===== src/rtl/fpga_ip_example_pkg.sv =====
// Shared constants and types for the example GPIO write-traffic design.
`timescale 1ns/1ps
package fpga_ip_example_pkg;

    localparam int GPIO_WIDTH_DEF   = 8;
    localparam int FIRST_DELAY_DEF  = 48;
    localparam int WRITE_PERIOD_DEF = 30;

    typedef enum logic {
        TG_WAIT  = 1'b0,
        TG_WRITE = 1'b1
    } tg_state_t;

    // Counter only ever holds a value below the larger of the two delays.
    function automatic int cnt_width(input int a, input int b);
        int m;
        m = (a > b) ? a : b;
        return (m <= 2) ? 1 : $clog2(m);
    endfunction

endpackage


===== src/rtl/gpio_out.sv =====
// GPIO output register behind an always-ready valid/ready write slave.
`timescale 1ns/1ps
module gpio_out
    import fpga_ip_example_pkg::*;
#(
    parameter int GPIO_WIDTH = GPIO_WIDTH_DEF
) (
    input  logic                  clk,
    input  logic                  rst,
    input  logic                  wr_valid,
    input  logic [GPIO_WIDTH-1:0] wr_data,
    output logic                  wr_ready,
    output logic [GPIO_WIDTH-1:0] gpio_q
);

    assign wr_ready = 1'b1;

    always_ff @(posedge clk or posedge rst) begin
        if (rst) begin
            gpio_q <= '0;
        end else if (wr_valid && wr_ready) begin
            gpio_q <= wr_data;
        end
    end

endmodule


===== src/rtl/reset_sync.sv =====
// Reset conditioner: asserts immediately, releases two clk edges later.
`timescale 1ns/1ps
module reset_sync (
    input  logic clk,
    input  logic rst,
    output logic rst_int
);

    logic [1:0] sync_reg;

    always_ff @(posedge clk or posedge rst) begin
        if (rst) begin
            sync_reg <= 2'b11;
        end else begin
            sync_reg <= {sync_reg[0], 1'b0};
        end
    end

    assign rst_int = sync_reg[1];

endmodule


===== src/rtl/traffic_gen.sv =====
// Write-traffic generator: waits, then offers one incrementing value per period.
`timescale 1ns/1ps
module traffic_gen
    import fpga_ip_example_pkg::*;
#(
    parameter int FIRST_DELAY  = FIRST_DELAY_DEF,
    parameter int WRITE_PERIOD = WRITE_PERIOD_DEF,
    parameter int GPIO_WIDTH   = GPIO_WIDTH_DEF
) (
    input  logic                  clk,
    input  logic                  rst,
    output logic                  wr_valid,
    output logic [GPIO_WIDTH-1:0] wr_data,
    input  logic                  wr_ready
);

    localparam int CNT_W = cnt_width(FIRST_DELAY, WRITE_PERIOD);
    localparam logic [CNT_W-1:0] FIRST_LOAD  = CNT_W'(FIRST_DELAY - 1);
    localparam logic [CNT_W-1:0] PERIOD_LOAD = CNT_W'(WRITE_PERIOD - 1);

    tg_state_t             state_reg, state_next;
    logic [CNT_W-1:0]      cnt_reg, cnt_next;
    logic [GPIO_WIDTH-1:0] val_reg, val_next;

    always_ff @(posedge clk or posedge rst) begin
        if (rst) begin
            state_reg <= TG_WAIT;
            cnt_reg   <= FIRST_LOAD;
            val_reg   <= GPIO_WIDTH'(1);
        end else begin
            state_reg <= state_next;
            cnt_reg   <= cnt_next;
            val_reg   <= val_next;
        end
    end

    always_comb begin
        state_next = state_reg;
        cnt_next   = cnt_reg;
        val_next   = val_reg;
        wr_valid   = 1'b0;
        case (state_reg)
            TG_WAIT: begin
                if (cnt_reg == '0) begin
                    state_next = TG_WRITE;
                end else begin
                    cnt_next = cnt_reg - 1'b1;
                end
            end
            TG_WRITE: begin
                // Value is held in val_reg, so it stays stable until accepted.
                wr_valid = 1'b1;
                if (wr_ready) begin
                    state_next = TG_WAIT;
                    cnt_next   = PERIOD_LOAD;
                    val_next   = val_reg + 1'b1;
                end
            end
            default: begin
                state_next = TG_WAIT;
            end
        endcase
    end

    assign wr_data = val_reg;

endmodule


===== src/rtl/fpga_ip_example_top.sv =====
// Example design top: differential clock in, GPIO counter out.
`timescale 1ns/1ps
module fpga_ip_example_top
    import fpga_ip_example_pkg::*;
#(
    parameter int FIRST_DELAY  = FIRST_DELAY_DEF,
    parameter int WRITE_PERIOD = WRITE_PERIOD_DEF,
    parameter int GPIO_WIDTH   = GPIO_WIDTH_DEF
) (
    input  logic                  osc_300_p,
    input  logic                  osc_300_n,
    input  logic                  reset,
    output logic [GPIO_WIDTH-1:0] gpio_io_o
);

    logic                  clk;
    logic                  rst_int;
    logic                  wr_valid;
    logic                  wr_ready;
    logic [GPIO_WIDTH-1:0] wr_data;

`ifdef FPGA_IP_EXAMPLE_USE_IBUFDS
    IBUFDS u_osc_buf (
        .I  (osc_300_p),
        .IB (osc_300_n),
        .O  (clk)
    );
`else
    // Behavioural stand-in for the vendor differential buffer.
    logic unused_osc_n;
    assign unused_osc_n = osc_300_n;
    assign clk          = osc_300_p;
`endif

    reset_sync u_reset_sync (
        .clk     (clk),
        .rst     (reset),
        .rst_int (rst_int)
    );

    traffic_gen #(
        .FIRST_DELAY  (FIRST_DELAY),
        .WRITE_PERIOD (WRITE_PERIOD),
        .GPIO_WIDTH   (GPIO_WIDTH)
    ) u_traffic_gen (
        .clk      (clk),
        .rst      (rst_int),
        .wr_valid (wr_valid),
        .wr_data  (wr_data),
        .wr_ready (wr_ready)
    );

    gpio_out #(
        .GPIO_WIDTH (GPIO_WIDTH)
    ) u_gpio_out (
        .clk      (clk),
        .rst      (rst_int),
        .wr_valid (wr_valid),
        .wr_data  (wr_data),
        .wr_ready (wr_ready),
        .gpio_q   (gpio_io_o)
    );

endmodule


===== config.mk =====
export PLATFORM = sky130hd
export DESIGN_NAME = fpga_ip_example_top
export DESIGN_NICKNAME = d
export VERILOG_FILES = /design/src/rtl/fpga_ip_example_pkg.sv /design/src/rtl/gpio_out.sv /design/src/rtl/reset_sync.sv /design/src/rtl/traffic_gen.sv /design/src/rtl/fpga_ip_example_top.sv
export SDC_FILE = /design/constraint.sdc
export NUM_CORES = 1
export LEC_CHECK = 0
export ABC_CLOCK_PERIOD_IN_PS = 2000
export CAP_MARGIN = 10
export CORE_AREA = 2 2 59 44
export DETAILED_ROUTE_END_ITERATION = 6
export DIE_AREA = 0 0 61 46
export PLACE_DENSITY = 0.7
export SYNTH_ARGS = -nofsm -noshare
export SYNTH_HDL_FRONTEND = slang
export SYNTH_SLANG_ARGS = --single-unit

===== constraint.sdc =====
create_clock -name osc_300_p -period 2 [get_ports osc_300_p]
set_input_delay 0.2 -clock osc_300_p [delete_from_list [all_inputs] [get_ports osc_300_p]]
set_output_delay 0.2 -clock osc_300_p [all_outputs]
set_load 0.1 [all_outputs]

==> flow_summary_export.csv <==
group,metric,value,unit
run_status,status,"finished clean",
power_and_ir_drop,combPwrFrac,1.7,%
timing,fin_crit_sh,69.6,%
global_routing,grt_pass1_wl,2.62,mm
cts,cts_buffers,3,
worst_hold_path,hp-class,"in2async",
critical_path,worstPathMaxFanout,14,
placement,gp_congestion,0.761,
run,maxCapViolCount,0,
synthesis,synth_top_cell_by_area,"dfrtp_1",
synthesis,yosys.area.top_type_share,39.2,%
timing,drv_slew,0,
power_and_ir_drop,ir_worst_vdd,0.000333,V
critical_path,crit_arrival,1.61,ns
global_routing,grt_max_degree,16,
timing,relSlewSlack,62.6,%
critical_path,r2r_slack,0.61,ns
placement,dpl.cell_count,125,
critical_path,crit_buf_inv,0,
critical_path,r2r_end,"u_traffic_gen.wr_data[5]",
synthesis,synth_nets,88,
timing,worst_pin_slew,0.561,ns
final_layout,nets,102,
route,drt_iter0_drc,9,
critical_path,crit_family,"flip-flops",
critical_path,endpoint_kind,"flip-flop",
route,dr.pass1.iters,4,
power_and_ir_drop,p_sw,0.153,mW
synthesis,synth-seq-area-share,58.5,%
synthesis,yosys_register_bits,25,
global_routing,grt_use_total,13.4,%
cts,clock_latency,0.32,ns
timing,fin_crit,1.39,ns
global_routing,antenna_found_initial,0,
power_and_ir_drop,p_leak,0.571,nW
die,dieHeight,46,um
critical_path,critPathSlowestCell,"dfrtp_1",
route,drc,0,
timing,setup_tns,0,ns
cts,cts_buffer_depth,2,
die,num_rows,15,
timing,hold_violations,0,
timing,fmax,0.719,GHz
critical_path,start_kind,"flip-flop",
critical_path,crit_path_start,"u_traffic_gen.state_reg",
die,fp.dieW,61,um
timing,whs,0.190,ns
route,viasPerCell,4.73,
final_layout,areaGrowthSynthToFinish,12.6,%
critical_path,crit_chain,"and3_1 -> nand4_1 -> xnor2_1",
critical_path,r2r_cells,3,
cts,cts_sinks,25,
critical_path,slowest_delay,0.72,ns
die,num_io_pins,11,
placement,dp_hpwl,1.10,mm
synthesis,synth.area.top_cells,"dfrtp_1, dfstp_2, mux2_1",
final_layout,fillers,203,
route,detail-route-antenna-nets,0,
cts,cts_tree,"yes",
cts,htreeDepth,1,
critical_path,critPathRequiredTime,2.22,ns
route,wl_per_cell,11.7,um
route,wl,1.52,mm
global_routing,grt-ovfl-total,0,
synthesis,synthCells,82,
final_layout,fin_cells,129,
cts,cts_root_buf,"clkbuf_4",
synthesis,yosysWarnings,0,
timing,fin_skew,0.00853,ns
power_and_ir_drop,switching_share,20.6,%
cts,cts_setup_buffers,0,
power_and_ir_drop,seq_power_share,68.9,%
synthesis,synth_cell_types,30,
placement,portBuffers,9,
cts,clk_pin_slew,0.13,ns
global_routing,grt_pass1_vias,606,
timing,finalSetupViolCount,0,
power_and_ir_drop,clkPwrFrac,29.4,%
power_and_ir_drop,intPower,0.588,mW
final_layout,antennaDiodeCount,0,
synthesis,avgSynthCellArea,13.2,um2
final_layout,drive_above_1_share,30.5,%
power_and_ir_drop,p_per_area,606,nW/um2
critical_path,critPathKind,"reg2reg",
die,fp.dieArea,2810,um2
die,initial_utilization,47.0,%
timing,rsz0062_at_grt,"false",
route,vias,610,
critical_path,r2r_start,"u_traffic_gen.state_reg",
synthesis,syn-cell-area,1090,um2
cts,hold_buffers,0,
die,core_area,2310,um2
cts,cts_resized,0,
[metrics by stage]
| step | util, % | setup slack [ns] | power, mW | instance area (um2) |
|---|---|---|---|---|
| floorplan | - | 0.720 | 0.527 | 1090 |
| global placement | 51.8 | 0.634 | 0.533 | 1190 |
| detailed placement | 51.8 | 0.619 | 0.533 | 1190 |
| CTS | 53.0 | 0.587 | 0.755 | 1220 |
| global route | 53.0 | 0.475 | 0.776 | 1220 |
| finish | 53.0 | 0.609 | 0.741 | 1220 |
[cells in the mapped netlist]
cell type and number:
o31ai_1 1, mux2_1 6, dfrtp_1 17, dfstp_2 8
and3_1 1, conb_1 1, inv_1 4, a21oi_1 2
a211oi_2 1, nor2_1 7, nand4_2 1, nor3_1 1
a311o_1 1, or3_1 1, a21boi_0 1, nand4_1 3
nand2b_1 2, xnor2_1 5, xor2_1 3, a21o_1 1
nor3_4 1, mux2i_1 1, buf_6 1, a31o_1 1
nand2_1 2, nor3b_1 1, ha_1 3, nand3b_2 1
mux2_2 3, buf_4 1
[cell type report]
type	count	area [um2]	area share, %
Tap cell	34	42.5	3.48
Clock buffer	3	22.5	1.84
Inverter	4	15.0	1.23
Sequential cell	25	636	52.0
Clock inverter	1	5.00	0.409
Multi-Input combinational cell	51	417	34.1
Timing Repair Buffer	11	85.1	6.96
[worst register-to-register path, delay by kind of cell, from the launching register on]
kind             cells  cell delay [ns]
XOR/XNOR             1             0.15
flip-flops           1             0.72
AND/OR/NAND/NOR      2             0.43
[layout by cell type (no fill, tap or decap), types with 2 or more instances in the layout]
cell      netlist  final
clkbuf_4        0      3
nand2_1         2      2
buf_4           1     10
nand4_1         3      3
xor2_1          3      3
mux2_2          3      3
a21oi_1         2      2
ha_1            3      3
xnor2_1         5      5
dfrtp_1        17     17
nor2_1          7      7
dfstp_2         8      8
mux2_1          6      6
inv_1           4      4
nand2b_1        2      2
[how the worst max path moves through the flow]
| stage | to | slack (ns) | depth (start not counted) |
|---|---|---|---|
| floorplan | u_gpio_out.gpio_q[0] | 0.72 | 1 |
| global placement | u_traffic_gen.wr_data[5] | 0.63 | 3 |
| detailed placement | u_traffic_gen.cnt_reg[5] | 0.62 | 4 |
| CTS | u_traffic_gen.cnt_reg[5] | 0.59 | 4 |
| global route | u_traffic_gen.wr_data[5] | 0.47 | 3 |
| finish | u_traffic_gen.wr_data[5] | 0.61 | 3 |
[power by group through the flow]
stage               sequential, mW  combinational (mW)  clock, mW
finish                       0.510              0.0128      0.217
detailed placement           0.519              0.0138          0
global placement             0.519              0.0137          0
floorplan                    0.519             0.00772          0
global route                 0.511              0.0155      0.249
CTS                          0.511              0.0138      0.231
[metal layers]
layer | track usage [%] | vias to the layer above | part of all wire, %
met5 | 0 | - | 0
met4 | 5.22 | 0 | 1.4
li1 | - | 305 | -
met2 | 19.6 | 10 | 41
met3 | 5.97 | 2 | 4.4
met1 | 17.5 | 293 | 53
[logic make-up after synthesis]
| logic type | share of synthesized area, % |
|---|---|
| AOI/OAI and AO/OA | 5.88 |
| xor gates and xnor gates | 6.45 |
| adders and majority gates | 3.46 |
| buffers and inverters | 3.11 |
| DFF | 58.5 |
| muxes | 10.3 |
| other | 0.345 |
| and+or+nand+nor | 12.0 |
No activity file was read; power rests on OpenSTA's default activity.
